$ cat src/rtl/video_timing_gen.sv
// Parametrised raster timing generator: counters, blanking, sync, frame strobe and field flag.
// Optional feature macro: VTIMER_SHIFT_EN enables per-field latched hshift/vshift sync shifting.
module video_timing_gen #(
  parameter int HW        = 9,
  parameter int VW        = 9,
  parameter int H_TOTAL   = 432,
  parameter int HB_START  = 320,
  parameter int HB_END    = 0,
  parameter int HS_START  = 360,
  parameter int HS_END    = 380,
  parameter int V_TOTAL   = 262,
  parameter int VB_START  = 240,
  parameter int VB_END    = 0,
  parameter int VS_START  = 244,
  parameter int VS_END    = 247,
  parameter int INTERLACE = 0
) (
  input  logic          clk,
  input  logic          reset,
  input  logic          pxl_cen,
  input  logic [3:0]    hshift,
  input  logic [3:0]    vshift,
  output logic [HW-1:0] hpos,
  output logic [VW-1:0] vpos,
  output logic [VW-1:0] vrender,
  output logic          lhbl,
  output logic          lvbl,
  output logic          hs,
  output logic          vs,
  output logic          display_on,
  output logic          frame_start,
  output logic          field
);

  localparam logic IL = (INTERLACE != 0);

  logic [HW-1:0] r_hpos;
  logic [VW-1:0] r_vpos;
  logic [VW-1:0] r_vrender;
  logic          r_lhbl;
  logic          r_lvbl;
  logic          r_hs;
  logic          r_vs;
  logic          r_display_on;
  logic          r_frame_start;
  logic          r_field;

  logic [HW-1:0] w_hpos_next;
  logic [VW-1:0] w_vpos_next;
  logic [VW-1:0] w_vrender_next;
  logic [VW-1:0] w_last_cur;
  logic [VW-1:0] w_last_next;
  logic          w_hwrap;
  logic          w_vwrap;
  logic          w_field_next;
  logic [HW-1:0] w_hs_on;
  logic [HW-1:0] w_hs_off;
  logic [VW-1:0] w_vs_on;
  logic [VW-1:0] w_vs_off;
  logic          w_lhbl_next;
  logic          w_lvbl_next;
  logic          w_hs_next;
  logic          w_vs_next;

  // Odd interlaced fields carry one extra line.
  assign w_last_cur     = (IL && r_field) ? VW'(V_TOTAL) : VW'(V_TOTAL - 1);
  assign w_hwrap        = (r_hpos == HW'(H_TOTAL - 1));
  assign w_vwrap        = w_hwrap && (r_vpos == w_last_cur);
  assign w_hpos_next    = w_hwrap ? '0 : r_hpos + HW'(1);
  assign w_vpos_next    = w_vwrap ? '0 : (w_hwrap ? r_vpos + VW'(1) : r_vpos);
  assign w_field_next   = (IL && w_vwrap) ? ~r_field : r_field;
  assign w_last_next    = (IL && w_field_next) ? VW'(V_TOTAL) : VW'(V_TOTAL - 1);
  assign w_vrender_next = (w_vpos_next == w_last_next) ? '0 : w_vpos_next + VW'(1);

`ifdef VTIMER_SHIFT_EN
  logic [3:0] r_hs_lat;
  logic [3:0] r_vs_lat;
  logic [3:0] w_hs_lat;
  logic [3:0] w_vs_lat;

  function automatic int wrap_add(input int base, input int delta, input int total);
    int v;
    v = base + delta + total;
    if (v >= total) v = v - total;
    if (v >= total) v = v - total;
    return v;
  endfunction

  // New shifts apply from the first pixel of the next field, never mid-field.
  assign w_hs_lat = w_vwrap ? hshift : r_hs_lat;
  assign w_vs_lat = w_vwrap ? vshift : r_vs_lat;

  always_ff @(posedge clk or posedge reset) begin
    if (reset) begin
      r_hs_lat <= '0;
      r_vs_lat <= '0;
    end else if (pxl_cen) begin
      r_hs_lat <= w_hs_lat;
      r_vs_lat <= w_vs_lat;
    end
  end

  assign w_hs_on  = HW'(wrap_add(HS_START, int'($signed(w_hs_lat)), H_TOTAL));
  assign w_hs_off = HW'(wrap_add(HS_END,   int'($signed(w_hs_lat)), H_TOTAL));
  assign w_vs_on  = VW'(wrap_add(VS_START, int'($signed(w_vs_lat)), int'(w_last_next) + 1));
  assign w_vs_off = VW'(wrap_add(VS_END,   int'($signed(w_vs_lat)), int'(w_last_next) + 1));
`else
  logic w_unused_shift;
  assign w_unused_shift = ^{hshift, vshift};
  assign w_hs_on  = HW'(HS_START);
  assign w_hs_off = HW'(HS_END);
  assign w_vs_on  = VW'(VS_START);
  assign w_vs_off = VW'(VS_END);
`endif

  // Flags are evaluated against the next counter values so they align with hpos/vpos.
  always_comb begin
    w_lhbl_next = r_lhbl;
    w_lvbl_next = r_lvbl;
    w_hs_next   = r_hs;
    w_vs_next   = r_vs;
    if (HB_START != HB_END) begin
      if (w_hpos_next == HW'(HB_START))    w_lhbl_next = 1'b0;
      else if (w_hpos_next == HW'(HB_END)) w_lhbl_next = 1'b1;
    end
    if ((VB_START != VB_END) && (w_hpos_next == HW'(HB_START))) begin
      if (w_vpos_next == VW'(VB_START))    w_lvbl_next = 1'b0;
      else if (w_vpos_next == VW'(VB_END)) w_lvbl_next = 1'b1;
    end
    if (w_hs_on != w_hs_off) begin
      if (w_hpos_next == w_hs_on)       w_hs_next = 1'b1;
      else if (w_hpos_next == w_hs_off) w_hs_next = 1'b0;
    end
    if ((w_vs_on != w_vs_off) && (w_hpos_next == w_hs_on)) begin
      if (w_vpos_next == w_vs_on)       w_vs_next = 1'b1;
      else if (w_vpos_next == w_vs_off) w_vs_next = 1'b0;
    end
  end

  always_ff @(posedge clk or posedge reset) begin
    if (reset) begin
      r_hpos        <= '0;
      r_vpos        <= '0;
      r_vrender     <= VW'(1);
      r_lhbl        <= 1'b1;
      r_lvbl        <= 1'b1;
      r_hs          <= 1'b0;
      r_vs          <= 1'b0;
      r_display_on  <= 1'b1;
      r_frame_start <= 1'b0;
      r_field       <= 1'b0;
    end else begin
      r_frame_start <= pxl_cen && w_vwrap;
      if (pxl_cen) begin
        r_hpos       <= w_hpos_next;
        r_vpos       <= w_vpos_next;
        r_vrender    <= w_vrender_next;
        r_lhbl       <= w_lhbl_next;
        r_lvbl       <= w_lvbl_next;
        r_hs         <= w_hs_next;
        r_vs         <= w_vs_next;
        r_display_on <= w_lhbl_next & w_lvbl_next;
        r_field      <= w_field_next;
      end
    end
  end

  assign hpos        = r_hpos;
  assign vpos        = r_vpos;
  assign vrender     = r_vrender;
  assign lhbl        = r_lhbl;
  assign lvbl        = r_lvbl;
  assign hs          = r_hs;
  assign vs          = r_vs;
  assign display_on  = r_display_on;
  assign frame_start = r_frame_start;
  assign field       = r_field;

endmodule

$ cat config.mk
export PLATFORM = sky130hd
export DESIGN_NAME = video_timing_gen
export DESIGN_NICKNAME = d
export VERILOG_FILES = /design/src/rtl/video_timing_gen.sv
export SDC_FILE = /design/constraint.sdc
export NUM_CORES = 1
export LEC_CHECK = 0
export BUFFER_PORTS_ARGS = -buffer_cell sky130_fd_sc_hd__buf_2
export CORE_UTILIZATION = 59
export CTS_CLUSTER_SIZE = 24
export DETAILED_ROUTE_END_ITERATION = 10
export PLACE_DENSITY = 0.85
export SYNTH_ARGS = -nofsm -noshare
export SYNTH_HDL_FRONTEND = slang
export SYNTH_SLANG_ARGS = --single-unit
$ cat constraint.sdc
create_clock -name clk -period 4.9 [get_ports clk]
set_clock_uncertainty 0.15 [all_clocks]
set_input_delay 0.98 -clock clk [delete_from_list [all_inputs] [get_ports clk]]
set_output_delay 0.98 -clock clk [all_outputs]
set_load 0.1 [all_outputs]
==> results.ini <==
[cells_and_area]
post-route-util_pct=68.5
nFillCells=286
n_antenna_cell=0
area_growth_pct=10.5
final_layout_size_suffix_gt1_share_pct=23.5
fin_cells=325
design_area_um2=2510
nets=294

[placed_design]
port_buffers=35
placed_cell_area_um2=2420
gp_congestion=0.859
place_inst=317
pre_cts_slack_ns=1.25
dpl.hpwl_mm=3.52

[timing]
fin_ws_ns=1.18
clock.fmax_mhz=269
setup_viol=0
worst-slew-pin-transition_ns=0.875
tns_ns=0
drv_slew=0
slew_headroom_pct=41.6
hold_violations=0
rsz0062_at_grt=false
period_share_pct=75.9
hold_ws_ns=0.338
fin_crit_ns=3.72

[grt]
grt_max_degree=34
gr-max-usage-layer=met2
grt_pass1_vias=1767
grt_pass1_wl_mm=8.57
grt-ovfl-total=0
globalRouteMet2Util_pct=41.2
use_met1_pct=38.9
grt.met3_usage_pct=5.18
grt_antenna_before_repair=0
grt.total_usage_pct=27.5

[hold_path]
hold_path_class=flip-flop to flip-flop

[floorplan]
die_w_um=64.0
initial_core_util_pct=62.0
io_pins=45
num_rows=22
die_h_um=64.0
core_area_um2=3660
fp.dieArea_um2=4100

[yosys]
synth_cell_types=52
netlist_area_um2=2270
ys.flop_type=dfrtp_1
ys_async_sr_fraction_pct=100
ys_seq_area_share_pct=36.6
syn_avg_cell_area_um2=9.00
synth_seq_cells=33
synth_edf_count=0
yosysWarnings=0
postSynthCellCount=252
syn_nets=270

[drt]
ant_nets=0
vias=1945
wl_per_cell_um=15.6
viasPerCell=5.98
drt_iter0_drc=169
wl_mm=5.08
drc=0
drt_first_pass_iters=4

[cts]
post_cts_buffers=0
ctsResizeCount=0
cts_max_level=2
cts.path.max_buffers=2
cts_tree=yes
path_clk_slew_ns=0.07
clk_latency_ns=0.30
cts-root-buf=clkbuf_8
ctsHoldBuffers=0
numCtsBuffers=5
clock_sinks=33

[worst_setup_path]
cp-end-kind=flip-flop
start_kind=flip-flop
crit_path_max_fanout=13
critical_path_class=flip-flop to flip-flop
worst_ep_arrival_time_ns=3.75
cp_data_required_time_ns=4.93

[flow_run]
cap_viol_max_count=0

[power]
p_leak_nw=1.10
peakVddDrop_uv=288
power.total_mw=1.34
power_density_nw_per_um2=533

[run_status]
outcome=complete, no violations

flip-flops by register name (all words and copies together), names as in the netlist:
signal,count
lhbl,1
display_on,1
hpos,9
vpos,9
frame_start,1
lvbl,1
vrender,9
vs,1
hs,1
layout by cell type (no fill, tap or decap), types with 2 or more instances in the layout:
cell type,instances
a21oi_1,17
a31oi_1,4
and3_1,4
and3b_1,2
and4_1,2
buf_2,35
clkbuf_8,5
clkinv_2,2
dfrtp_1,29
dfstp_2,4
ha_1,7
inv_1,11
mux2_2,9
nand2_1,22
nand3_1,10
nand3b_1,2
nand4_1,5
nor2_1,17
nor2b_1,3
nor3_1,6
nor4_1,4
o211ai_1,2
o21a_1,2
o21ai_0,16
o22ai_1,2
o2bb2ai_1,5
o31ai_4,2
or4_1,4
xnor2_1,13
xor2_1,8
layer usage:
layer	up-vias	routed length (um)
li1	945	-
met1	927	2360
met2	66	2330
met3	7	310
met4	0	88
met5	-	0
worst paths after layout:
| check | startpoint | end | slack, ns | depth (start not counted) |
|---|---|---|---|---|
| setup / recovery | hpos[6]$_DFFE_PP0P_ | vrender[6]$_DFFE_PP0P_ | 1.18 | 9 |
| hold / removal | display_on$_DFFE_PP1P_ | display_on$_DFFE_PP1P_ | 0.34 | 2 |
| setup reg to reg | hpos[6]$_DFFE_PP0P_ | vrender[6]$_DFFE_PP0P_ | 1.18 | 9 |
| hold reg to reg | display_on$_DFFE_PP1P_ | display_on$_DFFE_PP1P_ | 0.34 | 2 |
| max in group asynchronous | reset | lhbl$_DFFE_PP1P_ | 3.65 | 3 |
| min in group asynchronous | reset | vrender[3]$_DFFE_PP0P_ | 0.62 | 3 |
where the power goes:
| group | leakage (nW) | total [mW] | switching (mW) | internal [mW] |
|---|---|---|---|---|
| sequential | 0.390 | 0.417 | 0.0919 | 0.325 |
| clock | 0.0450 | 0.199 | 0.101 | 0.0983 |
| combinational | 0.666 | 0.721 | 0.564 | 0.157 |
| total | 1.10 | 1.34 | 0.757 | 0.580 |
final cells by class:
| class | instances | area, um^2 | area share (%) |
|---|---|---|---|
| flip-flops and latches | 33 | 831 | 33.2 |
| clock inverters | 2 | 10.0 | 0.399 |
| repair buffers | 36 | 183 | 7.29 |
| clock buffers | 6 | 72.6 | 2.90 |
| inverters | 11 | 41.3 | 1.65 |
| well taps | 48 | 60.1 | 2.40 |
| multi-input cells | 189 | 1310 | 52.2 |
synthesized netlist by cell type, types with 2 or more instances:
library cell  number  area (um^2)
nor2_1            17         63.8
mux2_2             9          101
o211ai_1           2         15.0
dfrtp_1           29          726
o2bb2ai_1          5         43.8
nand3_1           10         50.1
dfstp_2            4          105
nor2b_1            3         18.8
o31ai_4            2         42.5
inv_1             11         41.3
clkbuf_1          13         48.8
and3b_1            2         17.5
xnor2_1           13          114
and4_1             2         17.5
nand4_1            5         31.3
o22ai_1            2         12.5
xor2_1             8         70.1
nand2_1           22         82.6
nand3b_1           2         15.0
or4_1              4         30.0
buf_2              4         20.0
o21ai_0           16         80.1
and3_1             4         25.0
a21oi_1           17         85.1
o21a_1             2         15.0
nor4_1             4         25.0
a31oi_1            4         25.0
ha_1               7         87.6
nor3_1             6         30.0
worst max-delay path, stage by stage, from the launching register on:
cell and delay, ns:
dfrtp_1 0.52, nand4bb_1 0.63, nor2_1 0.85, a31oi_1 0.43
inv_1 0.13, ha_1 0.22, nand3b_1 0.17, nor2_1 0.15
xor2_1 0.08, mux2_2 0.27
cells by family (layout without fill, tap and decap cells):
family                   Yosys count  in the layout  share of synthesized area [%]
AO/OA/AOI/OAI                     55             55                           15.9
XOR/XNOR                          22             22                           8.83
other                              1              1                          0.165
flip-flops                        33             33                           36.6
multiplexers                       9              9                           4.47
AND/OR/NAND/NOR                   95             95                           24.5
buffers and inverters             30             55                           5.68
adder cells (fa/ha/maj)            7              7                           3.86
Power figures use the tool's default switching activity.
